### config.mk
export PLATFORM = sky130hd
export DESIGN_NAME = ctrl_pipe_flat
export DESIGN_NICKNAME = d
export VERILOG_FILES = /design/src/rtl/ctrl_pipe_if.sv /design/src/rtl/ctrl_pipe.sv /design/src/flat_wrapper.sv
export SDC_FILE = /design/constraint.sdc
export NUM_CORES = 1
export LEC_CHECK = 0
export BUFFER_PORTS_ARGS = -buffer_cell sky130_fd_sc_hd__buf_2
export CAP_MARGIN = 10
export CORE_ASPECT_RATIO = 1.4
export CORE_MARGIN = 2
export CORE_UTILIZATION = 52
export DETAILED_ROUTE_END_ITERATION = 7
export HOLD_SLACK_MARGIN = 0.12
export PLACE_DENSITY = 0.78
export SYNTH_ARGS = -nofsm -noshare
export SYNTH_HDL_FRONTEND = slang
export SYNTH_SLANG_ARGS = --single-unit
### constraint.sdc
create_clock -name clk_i -period 2 [get_ports clk_i]
set_input_delay 0.1 -clock clk_i [delete_from_list [all_inputs] [get_ports clk_i]]
set_output_delay 0.1 -clock clk_i [all_outputs]
set_load 0.01 [all_outputs]
### src/rtl/ctrl_pipe_if.sv
// Decoder-side bundle into the control pipeline and the EX/MEM/WB controls coming back out.
// master drives the ID-stage fields and flush; slave (the pipeline) drives stall, forwarding and stage controls.
interface ctrl_pipe_if #(
    parameter int REG_W = 5,
    parameter int CNT_W = 16
);
    logic             id_valid_i;
    logic [10:0]      id_ctrl_i;
    logic [REG_W-1:0] id_rs_i;
    logic [REG_W-1:0] id_rt_i;
    logic [REG_W-1:0] id_rd_i;
    logic             flush_i;

    logic             stall_o;
    logic             ex_alu_src_o;
    logic [2:0]       ex_alu_op_o;
    logic             ex_branch_o;
    logic [1:0]       fwd_a_o;
    logic [1:0]       fwd_b_o;
    logic             mem_mem_write_o;
    logic             mem_mem_read_o;
    logic             wb_reg_write_o;
    logic             wb_memto_reg_o;
    logic [REG_W-1:0] wb_dst_o;
    logic [CNT_W-1:0] stall_cnt_o;

    modport master (
        output id_valid_i, id_ctrl_i, id_rs_i, id_rt_i, id_rd_i, flush_i,
        input  stall_o, ex_alu_src_o, ex_alu_op_o, ex_branch_o, fwd_a_o, fwd_b_o,
               mem_mem_write_o, mem_mem_read_o, wb_reg_write_o, wb_memto_reg_o,
               wb_dst_o, stall_cnt_o
    );

    modport slave (
        input  id_valid_i, id_ctrl_i, id_rs_i, id_rt_i, id_rd_i, flush_i,
        output stall_o, ex_alu_src_o, ex_alu_op_o, ex_branch_o, fwd_a_o, fwd_b_o,
               mem_mem_write_o, mem_mem_read_o, wb_reg_write_o, wb_memto_reg_o,
               wb_dst_o, stall_cnt_o
    );
endinterface

### src/rtl/ctrl_pipe.sv
// ID/EX, EX/MEM, MEM/WB control pipeline: load-use stall, bubble on stall/flush, EX forwarding selects.
// EX outputs one edge after ID capture, WB two edges later; stall is combinational and holds only ID.
module ctrl_pipe #(
    parameter int REG_W = 5,
    parameter int CNT_W = 16
) (
    input  logic        clk_i,
    input  logic        rst_i,
    ctrl_pipe_if.slave  bus
);

    typedef struct packed {
        logic             valid;
        logic             alu_src;
        logic [2:0]       alu_op;
        logic             branch;
        logic             memto_reg;
        logic             reg_write;
        logic             mem_write;
        logic [REG_W-1:0] rs;
        logic [REG_W-1:0] rt;
        logic [REG_W-1:0] dst;
    } ex_t;

    typedef struct packed {
        logic             valid;
        logic             memto_reg;
        logic             reg_write;
        logic             mem_write;
        logic [REG_W-1:0] dst;
    } mem_t;

    typedef struct packed {
        logic             valid;
        logic             memto_reg;
        logic             reg_write;
        logic [REG_W-1:0] dst;
    } wb_t;

    ex_t              ex_q, ex_d;
    mem_t             mem_q;
    wb_t              wb_q;
    logic [CNT_W-1:0] stall_cnt;
    logic             hazard;
    logic             stall;

    // Jump and ExtOp are consumed upstream of this block; only RegDst..ALUOp matter here.
    logic unused_ctrl;
    assign unused_ctrl = ^bus.id_ctrl_i[4:3];

    always_comb begin
        hazard = ex_q.valid & ex_q.memto_reg & ex_q.reg_write & (ex_q.dst != '0) &
                 ((ex_q.dst == bus.id_rs_i) | (ex_q.dst == bus.id_rt_i));
        stall  = bus.id_valid_i & hazard & ~bus.flush_i;
    end

    always_comb begin
        ex_d = '0;
        if (!(stall || bus.flush_i)) begin
            ex_d.valid     = bus.id_valid_i;
            ex_d.alu_src   = bus.id_ctrl_i[9];
            ex_d.alu_op    = bus.id_ctrl_i[2:0];
            ex_d.memto_reg = bus.id_ctrl_i[8] & bus.id_valid_i;
            ex_d.reg_write = bus.id_ctrl_i[7] & bus.id_valid_i;
            ex_d.mem_write = bus.id_ctrl_i[6] & bus.id_valid_i;
            ex_d.branch    = bus.id_ctrl_i[5] & bus.id_valid_i;
            ex_d.rs        = bus.id_rs_i;
            ex_d.rt        = bus.id_rt_i;
            ex_d.dst       = bus.id_ctrl_i[10] ? bus.id_rd_i : bus.id_rt_i;
        end
    end

    always_ff @(posedge clk_i or negedge rst_i) begin
        if (!rst_i) begin
            ex_q      <= '0;
            mem_q     <= '0;
            wb_q      <= '0;
            stall_cnt <= '0;
        end else begin
            ex_q            <= ex_d;
            mem_q.valid     <= ex_q.valid;
            mem_q.memto_reg <= ex_q.memto_reg;
            mem_q.reg_write <= ex_q.reg_write;
            mem_q.mem_write <= ex_q.mem_write;
            mem_q.dst       <= ex_q.dst;
            wb_q.valid      <= mem_q.valid;
            wb_q.memto_reg  <= mem_q.memto_reg;
            wb_q.reg_write  <= mem_q.reg_write;
            wb_q.dst        <= mem_q.dst;
            if (stall && (stall_cnt != '1))
                stall_cnt <= stall_cnt + CNT_W'(1);
        end
    end

    // Youngest producer (EX/MEM) wins; register 0 is hardwired and never forwards.
    function automatic logic [1:0] fwd_sel(input logic [REG_W-1:0] src);
        if (mem_q.valid && mem_q.reg_write && (mem_q.dst != '0) && (mem_q.dst == src))
            return 2'b10;
        else if (wb_q.valid && wb_q.reg_write && (wb_q.dst != '0) && (wb_q.dst == src))
            return 2'b01;
        else
            return 2'b00;
    endfunction

    assign bus.stall_o         = stall;
    assign bus.ex_alu_src_o    = ex_q.alu_src;
    assign bus.ex_alu_op_o     = ex_q.alu_op;
    assign bus.ex_branch_o     = ex_q.branch;
    assign bus.fwd_a_o         = fwd_sel(ex_q.rs);
    assign bus.fwd_b_o         = fwd_sel(ex_q.rt);
    assign bus.mem_mem_write_o = mem_q.mem_write;
    assign bus.mem_mem_read_o  = mem_q.memto_reg;
    assign bus.wb_reg_write_o  = wb_q.reg_write;
    assign bus.wb_memto_reg_o  = wb_q.memto_reg;
    assign bus.wb_dst_o        = wb_q.dst;
    assign bus.stall_cnt_o     = stall_cnt;

endmodule
### src/flat_wrapper.sv
// flat-port wrapper written by rule: the top's interface ports become plain ports
module ctrl_pipe_flat 
#(
    parameter int REG_W = 5,
    parameter int CNT_W = 16
)
  (clk_i, rst_i, bus_id_valid_i, bus_id_ctrl_i, bus_id_rs_i, bus_id_rt_i, bus_id_rd_i, bus_flush_i, bus_stall_o, bus_ex_alu_src_o, bus_ex_alu_op_o, bus_ex_branch_o, bus_fwd_a_o, bus_fwd_b_o, bus_mem_mem_write_o, bus_mem_mem_read_o, bus_wb_reg_write_o, bus_wb_memto_reg_o, bus_wb_dst_o, bus_stall_cnt_o);
  ctrl_pipe_if #(.REG_W(REG_W), .CNT_W(CNT_W)) bus_i ();
  input  logic clk_i;
  input  logic rst_i;
  input wire logic [$bits(bus_i.id_valid_i)-1:0] bus_id_valid_i;
  input wire logic [$bits(bus_i.id_ctrl_i)-1:0] bus_id_ctrl_i;
  input wire logic [$bits(bus_i.id_rs_i)-1:0] bus_id_rs_i;
  input wire logic [$bits(bus_i.id_rt_i)-1:0] bus_id_rt_i;
  input wire logic [$bits(bus_i.id_rd_i)-1:0] bus_id_rd_i;
  input wire logic [$bits(bus_i.flush_i)-1:0] bus_flush_i;
  output wire logic [$bits(bus_i.stall_o)-1:0] bus_stall_o;
  output wire logic [$bits(bus_i.ex_alu_src_o)-1:0] bus_ex_alu_src_o;
  output wire logic [$bits(bus_i.ex_alu_op_o)-1:0] bus_ex_alu_op_o;
  output wire logic [$bits(bus_i.ex_branch_o)-1:0] bus_ex_branch_o;
  output wire logic [$bits(bus_i.fwd_a_o)-1:0] bus_fwd_a_o;
  output wire logic [$bits(bus_i.fwd_b_o)-1:0] bus_fwd_b_o;
  output wire logic [$bits(bus_i.mem_mem_write_o)-1:0] bus_mem_mem_write_o;
  output wire logic [$bits(bus_i.mem_mem_read_o)-1:0] bus_mem_mem_read_o;
  output wire logic [$bits(bus_i.wb_reg_write_o)-1:0] bus_wb_reg_write_o;
  output wire logic [$bits(bus_i.wb_memto_reg_o)-1:0] bus_wb_memto_reg_o;
  output wire logic [$bits(bus_i.wb_dst_o)-1:0] bus_wb_dst_o;
  output wire logic [$bits(bus_i.stall_cnt_o)-1:0] bus_stall_cnt_o;
  assign bus_i.id_valid_i = bus_id_valid_i;
  assign bus_i.id_ctrl_i = bus_id_ctrl_i;
  assign bus_i.id_rs_i = bus_id_rs_i;
  assign bus_i.id_rt_i = bus_id_rt_i;
  assign bus_i.id_rd_i = bus_id_rd_i;
  assign bus_i.flush_i = bus_flush_i;
  assign bus_stall_o = bus_i.stall_o;
  assign bus_ex_alu_src_o = bus_i.ex_alu_src_o;
  assign bus_ex_alu_op_o = bus_i.ex_alu_op_o;
  assign bus_ex_branch_o = bus_i.ex_branch_o;
  assign bus_fwd_a_o = bus_i.fwd_a_o;
  assign bus_fwd_b_o = bus_i.fwd_b_o;
  assign bus_mem_mem_write_o = bus_i.mem_mem_write_o;
  assign bus_mem_mem_read_o = bus_i.mem_mem_read_o;
  assign bus_wb_reg_write_o = bus_i.wb_reg_write_o;
  assign bus_wb_memto_reg_o = bus_i.wb_memto_reg_o;
  assign bus_wb_dst_o = bus_i.wb_dst_o;
  assign bus_stall_cnt_o = bus_i.stall_cnt_o;
  ctrl_pipe #(.REG_W(REG_W), .CNT_W(CNT_W)) u_core (.clk_i(clk_i), .rst_i(rst_i), .bus(bus_i));
endmodule
# Word level (Yosys, flattened, before mapping)
# Index checks and enable logic that the tools add are counted.
# op_classes
div	0
n_mul	0
n_lt_le_gt_ge	0
shifts	0
bitwise_logic	12
n_eq_ne	7
reduce_logical	13
add_sub_neg	1
n_mux	6
# ops
op	n
== test 5 bit	6
two-way mux 24 bit	1
adder 16 x 1 -> 16 bit (second input constant)	1
!= test 16 bit (second input constant)	1
nonzero test 5 bit	3
AND 1 bit	10
logical AND 1 bit	9
two-way mux 5 bit	1
two-way mux 2 bit	2
two-way mux 1 bit	2
logical OR 1 bit	1
inverter 1 bit	1
bitwise OR 1 bit	1
# word_totals
in_bits	30
out_inout_bits	35
mem_count	0
ff_bits	57
rom_bits	0
wordCells	59
latch_bits	0
mem_bits_rw	0

# Depth between registers and ports, before layout
# Gate-level depths: netlist of the first run.
# depth
ltp_word	8
mapped_depth	7
depth_no_buf	6

# Least setup slack after synthesis of the first run
# Ideal clock, no wire load.
# synth_timing
kind	register -> register
from	register u_core.stall_cnt[0] (netlist: u_core.bus.stall_cnt_o[0])
to	register u_core.stall_cnt[1] (netlist: u_core.bus.stall_cnt_o[1])
path_slack_ns	0.137
path_buffers	0
stages_incl_launch_ff	7
arrival_time_ns	1.737
synth_period_minus_slack_ns	1.863
required_ns	1.875
setup_ns	0.125
path_cell_list	dfrtp_1 ha_1 nand3_1 nor4_4 a21oi_2 and3b_4 mux2_4
# synth_between
elab_chain_len	2
elab_cells_between_ends	3
# synth_rtl
element	line_no	rtl
from (decl)	ctrl_pipe.sv:43	logic [CNT_W-1:0] stall_cnt;
from (signal assigned)	ctrl_pipe.sv:91	stall_cnt <= stall_cnt + CNT_W'(1);
parallel branches: the longest is 2 deep, another holds adder 16 x 1 -> 16 bit	-	
# Several ways; the timed one is not identified.
# A chain may end at the register's enable or synchronous reset.

# Worst setup path after layout of the first run
# layout_timing
from	register u_core.mem_q[2] (netlist name)
to	output bus_fwd_b_o[0]
# layout_between
elab_chain_len	4
elab_cells_between_ends	5
# layout_rtl
element	line_no	rtl
from (decl)	ctrl_pipe.sv:41	mem_t mem_q;
nonzero test 5 bit	ctrl_pipe.sv:97	if (mem_q.valid && mem_q.reg_write && (mem_q.dst != '0) && (mem_q.dst == src))
logical AND 1 bit	ctrl_pipe.sv:97	
logical AND 1 bit *	ctrl_pipe.sv:97	
two-way mux 2 bit *	ctrl_pipe.sv:97	
to (decl)	flat_wrapper.sv:22	output wire logic [$bits(bus_i.fwd_b_o)-1:0] bus_fwd_b_o;
# Mark *: on every way between the ends. The rest lies on a longest branch, timed or not.

==> out/qor.csv, run 1 <==
stage;metric;value;unit
clocking;cts.path.max_buffers;2;
critical_path;critPathKind;reg -> out;
clocking;cts_tree;done;
die;floorplan_die_area;0.00553;mm^2
layout;final_cell_mix;buf_2 (62), dfrtp_1 (57), dlygate4sd3_1 (30);
synthesis;synth_sequential_area_ratio;55.5;%
critical_path;critPathArrivalTime;1930;ps
layout;share_of_layout_cells_above_drive_strength_1;33.6;%
detailed_routing;ant_nets;0;
placed_design;numPlacedInstances;335;
clocking;cts_made_buffers;9;
critical_path;regToRegEndpoint;u_core.bus.stall_cnt_o[1];
detailed_routing;route.detailed.drc;0;
placed_design;post_dp_cell_area;0.00293;mm^2
power;share_seq_of_total_power;49.4;%
synthesis;warnings_from_yosys;0;
clocking;clock_edge_transition_at_the_registers_on_the_reported_setup_and_hold_paths;70;ps
power;total_power;2.50;mW
power;power_switching;0.626;mW
detailed_routing;vias;2027;
sta;period_share;101;%
outcome;failed_checks;setup timing;
global_route;globalRouteOverflowTotal;0;
detailed_routing;drt_first_iter_violations;61;
sta;setup_ws;-28.4;ps
clocking;cts.root.buffer_cell;clkbuf_8;
power;intPower;1.87;mW
sta;final-setup-viol-count;2;
layout;final_common_cell;buf_2;
critical_path;timing.critical_path.required;1900;ps
power;power.switching_fraction;25.1;%
sta;finClkSkew;8.15;ps
critical_path;worst_setup_path_end_kind;output pin;
sta;fmax;493;MHz
power;leakagePower;1.74;nW
global_route;antenna_found_initial;0;
outcome;outcome;finished with violations;
sta;rsz0062_at_grt;true;
die;design.portCount;65;
sta;hold-worst-slack;159;ps
synthesis;synth_fp_nets;248;
die;rows;30;
job;cap_violations;0;
placed_design;place_hpwl;3740;um
sta;finalHoldViolations;0;
critical_path;timing.reg2reg.worst_path_depth;6;
power;power.share.clock;38.6;%
detailed_routing;totalWireLength;5970;um
global_route;grt_first_pass_wirelength;9880;um
power;vdd_drop_max;0.000497;V
synthesis;netlist_instances;217;
critical_path;worst-path-max-fanout;2;
layout;final_util;74.0;%
global_route;grt_max_degree;50;
sta;fin_crit;2030;ps
layout;syn2layout_area_growth;38.3;%
sta;report.final.slew_viol_count;0;
sta;totalNegativeSetupSlack;-54.6;ps
synthesis;syn_area;0.00257;mm^2
detailed_routing;drt_pre_antenna_iters;4;
synthesis;edff_count_synth;0;
power;powerDensity;703;mW/mm^2
die;die_w;63.4;um
synthesis;postSynth.topFlopCell;dfrtp_1;
die;floorplan.initialDensity;53.5;%
die;core_area;0.00480;mm^2
placed_design;dpl_worst_slack;89.2;ps
detailed_routing;vias_per_cell;5.17;
critical_path;crit-reg2reg-launch;u_core.ex_q[2];
layout;finalNetCount;353;
synthesis;postSynthAreaPerCell;11.8;um^2
placed_design;globalplace.congestion;0.793;
die;floorplan.die.height;87.2;um
global_route;first_global_vias;2181;
clocking;clk-insertion-delay-late;330;ps
global_route;gr_util_all_layers;23.7;%
clocking;htreeDepth;3;
layout;final_cells;392;
synthesis;synth-seq-cells;57;
power;combinationalPowerShare;12.0;%
worst_hold_path;hold_class;in -> async;
synthesis;asyncSetResetFlopFracSynth;100;%
placed_design;numPortBuffers;62;
critical_path;reg2reg_slack;10;ps
detailed_routing;detail_route.wl_per_cell;15.2;um
layout;fillCellCount;342;
synthesis;synth_cell_types;36;
sta;worst_pin_slew;476;ps
clocking;cts_sinks;57;
critical_path;setup.worst_path.start_class;register;
layout;finish.instance_area;0.00355;mm^2
sta;max_slew_margin;68.0;%
layout make-up:
cell class | count | area, um^2 | area share, %
antenna | 1 | 2.50 | 0.0704
clock buffer | 11 | 151 | 4.26
clock inverter | 5 | 30.0 | 0.845
multi-input combinational | 147 | 1120 | 31.5
sequential | 57 | 1430 | 40.1
tap | 64 | 80.1 | 2.25
timing repair buffer | 107 | 743 | 20.9
critical path, stage by stage (launching register included):
cell and delay [ps]:
dfrtp_1 380, or4_4 530, o211ai_1 230, buf_4 150, nor4_2 40, nor3_1 120
buf_2 150
power by group through the flow:
stage,Sequential (mW),Clock (mW),Combinational (mW)
4_1_cts,1.23,0.982,0.284
6_report,1.23,0.965,0.299
2_1_floorplan,1.25,0,0.127
5_1_grt,1.24,1.06,0.328
3_3_place_gp,1.26,0,0.208
3_5_place_dp,1.26,0,0.212
kinds of logic (layout without fill, tap and decap cells):
logic type               Yosys count  in the layout  synth area share, %
multiplexers                       6              6                 2.53
flip-flops                        57             57                 55.5
AND/OR/NAND/NOR                   85             85                 20.2
adder cells (fa/ha/maj)            1              1                0.487
AO/OA/AOI/OAI                     11             11                 3.12
other                              0              1                    0
buffers and inverters             13            123                 3.21
XOR/XNOR                          44             44                 15.0
state kept, by name, summed over array words and instances, names as in the netlist, 3 cells and up:
| register | flops |
|---|---|
| u_core.mem_q | 7 |
| u_core.bus.wb_dst_o | 5 |
| u_core.bus.ex_alu_op_o | 3 |
| u_core.bus.stall_cnt_o | 16 |
| u_core.ex_q | 19 |
Yosys cell counts (all sizes together), types with 2 or more instances:
cell | number | area (um^2)
and4 | 3 | 27.5
nor2 | 9 | 33.8
and2 | 20 | 125
mux2i | 5 | 50.1
xnor2 | 31 | 272
nor4 | 5 | 46.3
buf | 12 | 78.8
o211ai | 2 | 15.0
nand4b | 4 | 35.0
and3 | 2 | 12.5
or4 | 4 | 33.8
nand3 | 13 | 65.1
a21oi | 4 | 27.5
nand2 | 8 | 30.0
nor3 | 6 | 30.0
xor2 | 13 | 114
dfrtp | 57 | 1430
nand4 | 7 | 43.8
timing repair:
item / 4_1_cts / 5_1_grt
setup buffers: 7 / 3
endpoints found under the setup margin: 3 / 5
endpoints found under the hold margin: 81 / 0
cloned: 0 / 0
gates resized for setup: 4 / 8
pin swaps: 6 / 5
hold buffers: 30 / 0
worst max path at each step:
stage	start	to	slack, ps	cells past startpoint
final	u_core.mem_q[2]	bus_fwd_b_o[0]	-30	6
after global routing	u_core.mem_q[2]	bus_fwd_b_o[0]	-170	6
after CTS	u_core.mem_q[2]	bus_fwd_b_o[0]	-70	6
after detailed placement	u_core.bus.stall_cnt_o[0]	u_core.bus.stall_cnt_o[14]	90	6
after global placement	u_core.bus.stall_cnt_o[0]	u_core.bus.stall_cnt_o[1]	140	6
after floorplan	u_core.bus.stall_cnt_o[0]	u_core.bus.stall_cnt_o[1]	140	6
layer usage:
metal / vias up / GRT usage [%] / routed length (um)
met5: - / 0 / 0
met4: 0 / 15.2 / 174
met3: 16 / 4.53 / 259
met2: 74 / 42.4 / 3310
met1: 981 / 25.4 / 2230
li1: 956 / - / -
No activity file was read; power rests on OpenSTA's default activity.
==> run 2, diff against run 1 <==
Settings changed: RECOVER_POWER from default to 100, TNS_END_PERCENT from default to 30.
==> run 2 against run 1 <==
Effect of this change:
- the run still ends with setup timing left
- utilization decreased by 2.0 points
- hold slack improved by 85 ps
- cell area down 2.7%
- total power down 1.1%
- clock power is 0.7% lower
- register-to-register slack better by 110 ps
- sequential cell count unchanged
- first-iteration DRC count down 15%
- critical path depth shrank 1
- non-clock buffer count is 6 lower
- combinational power is 8.0% lower
- via count fell by 2.3%
- largest cell class unchanged
- highest routed layer unchanged
==> out/qor.csv, run 2 (same netlist as run 1, synthesis figures left out) <==
stage;metric;value;unit
detailed_routing;vias_per_cell;5.14;
sta;fmax;493;MHz
detailed_routing;route.detailed.drc;0;
layout;final_util;71.9;%
power;intPower;1.85;mW
power;powerDensity;715;mW/mm^2
power;power_switching;0.617;mW
sta;setup_ws;-29.5;ps
detailed_routing;totalWireLength;5740;um
job;cap_violations;0;
critical_path;timing.critical_path.required;1900;ps
sta;worst_pin_slew;1020;ps
layout;finish.instance_area;0.00346;mm^2
detailed_routing;vias;1980;
placed_design;place_hpwl;3740;um
die;floorplan.die.height;87.2;um
critical_path;worst_setup_path_end_kind;output pin;
worst_hold_path;hold_class;in -> async;
detailed_routing;drt_first_iter_violations;52;
power;power.switching_fraction;25.0;%
critical_path;worst-path-max-fanout;9;
power;share_seq_of_total_power;50.1;%
global_route;antenna_found_initial;0;
sta;finalHoldViolations;0;
die;floorplan.initialDensity;53.5;%
clocking;clk-insertion-delay-late;330;ps
layout;final_common_cell;dfrtp_1;
critical_path;timing.reg2reg.worst_path_depth;5;
detailed_routing;detail_route.wl_per_cell;14.9;um
placed_design;numPortBuffers;62;
sta;finClkSkew;9.22;ps
die;rows;30;
layout;antenna_cells_inserted;0;
clocking;cts.path.max_buffers;2;
die;floorplan_die_area;0.00553;mm^2
layout;finalNetCount;347;
power;power.share.clock;38.8;%
die;die_w;63.4;um
global_route;globalRouteOverflowTotal;0;
global_route;first_global_vias;2175;
clocking;clock_edge_transition_at_the_registers_on_the_reported_setup_and_hold_paths;70;ps
clocking;cts_tree;done;
power;vdd_drop_max;0.000540;V
sta;final-setup-viol-count;3;
power;total_power;2.47;mW
sta;fin_crit;2030;ps
critical_path;setup.worst_path.start_class;register;
sta;period_share;101;%
critical_path;critPathArrivalTime;1930;ps
placed_design;globalplace.congestion;0.793;
clocking;cts_sinks;57;
sta;rsz0062_at_grt;true;
layout;syn2layout_area_growth;34.5;%
critical_path;crit-reg2reg-launch;u_core.ex_q[0];
global_route;grt_max_degree;50;
clocking;cts_made_buffers;9;
detailed_routing;drt_pre_antenna_iters;4;
sta;max_slew_margin;32.0;%
layout;share_of_layout_cells_above_drive_strength_1;26.8;%
critical_path;reg2reg_slack;120;ps
layout;largest-register;u_core.ex_q;
global_route;gr_util_all_layers;23.5;%
die;design.portCount;65;
clocking;htreeDepth;3;
sta;report.final.slew_viol_count;0;
critical_path;regToRegEndpoint;u_core.bus.stall_cnt_o[1];
power;combinationalPowerShare;11.1;%
layout;flip_flop_count_of_the_largest_register_all_copies_and_words_added;19;
die;core_area;0.00480;mm^2
power;leakagePower;1.62;nW
global_route;grt_first_pass_wirelength;9830;um
outcome;outcome;finished with violations;
clocking;cts.root.buffer_cell;clkbuf_8;
outcome;failed_checks;setup timing;
placed_design;post_dp_cell_area;0.00293;mm^2
layout;final_cell_mix;dfrtp_1 (57), buf_2 (48), xnor2_1 (30), dlygate4sd3_1 (30), and2_1 (20);
detailed_routing;ant_nets;0;
critical_path;critPathKind;reg -> out;
==> run 2: cell count changes in the layout (fill, tap and decap cells not counted) <==
cell / before / now
buf_12: 1 / 0
buf_2: 62 / 48
buf_4: 12 / 4
clkbuf_1: 0 / 17
diode_2: 1 / 0
o22ai_1: 1 / 0
o22ai_2: 0 / 1
xnor2_1: 28 / 30
xnor2_2: 3 / 1
==> run 2: how the worst max path moves through the flow <==
stage | startpoint | to | slack (ps) | depth (start not counted)
floorplan | u_core.bus.stall_cnt_o[0] | u_core.bus.stall_cnt_o[1] | 140 | 6
global placement | u_core.bus.stall_cnt_o[0] | u_core.bus.stall_cnt_o[1] | 140 | 6
detailed placement | u_core.bus.stall_cnt_o[0] | u_core.bus.stall_cnt_o[14] | 90 | 6
CTS | u_core.mem_q[2] | bus_fwd_b_o[0] | -70 | 6
global route | u_core.mem_q[2] | bus_fwd_b_o[0] | -150 | 6
finish | u_core.ex_q[0] | bus_stall_o | -30 | 5
==> run 2: power by group through the flow <==
stage	combinational (mW)	clock (mW)	sequential, mW
finish	0.275	0.958	1.24
CTS	0.275	0.982	1.24
global route	0.303	1.04	1.24
global placement	0.208	0	1.26
detailed placement	0.212	0	1.26
floorplan	0.127	0	1.25
==> run 2: worst max-delay path, stage by stage, from the launching register on <==
cell	delay [ps]
dfrtp_1	430
or4_4	580
o21ai_4	190
nor2_4	90
and2_1	170
buf_2	130
==> run 2: routing by layer <==
| layer | global-route usage, % | routed length, um |
|---|---|---|
| met3 | 4.92 | 255 |
| met1 | 25.1 | 2160 |
| met5 | 0 | 0 |
| met2 | 41.8 | 3120 |
| met4 | 15.6 | 208 |
==> run 2: final cells by class <==
class                           instances  area [um^2]
Clock inverter                          5         30.0
Timing Repair Buffer                  101          657
Tap cell                               64         80.1
Multi-Input combinational cell        147         1110
Fill cell                             365         1350
Sequential cell                        57         1430
Clock buffer                           11          151
==> run 2: stage by stage <==
stage          instances  setup slack [ps]  setup TNS, ps  hold WS [ps]
3_5_place_dp         335              89.2              0         -20.8
6_report             385             -29.5          -66.5           244
4_1_cts              385             -69.4           -196           151
5_1_grt              385              -151           -393           290
2_1_floorplan        217               137              0          -196
3_3_place_gp         335               137              0         -24.1
==> run 2: timing repair <==
item                                    in CTS  in global routing
hold buffers                                30                  0
hold endpoints to repair                    81                  0
pin swaps                                    6                  1
setup buffers                                4                  0
resized for setup                            3                  9
endpoints found under the setup margin       3                  5
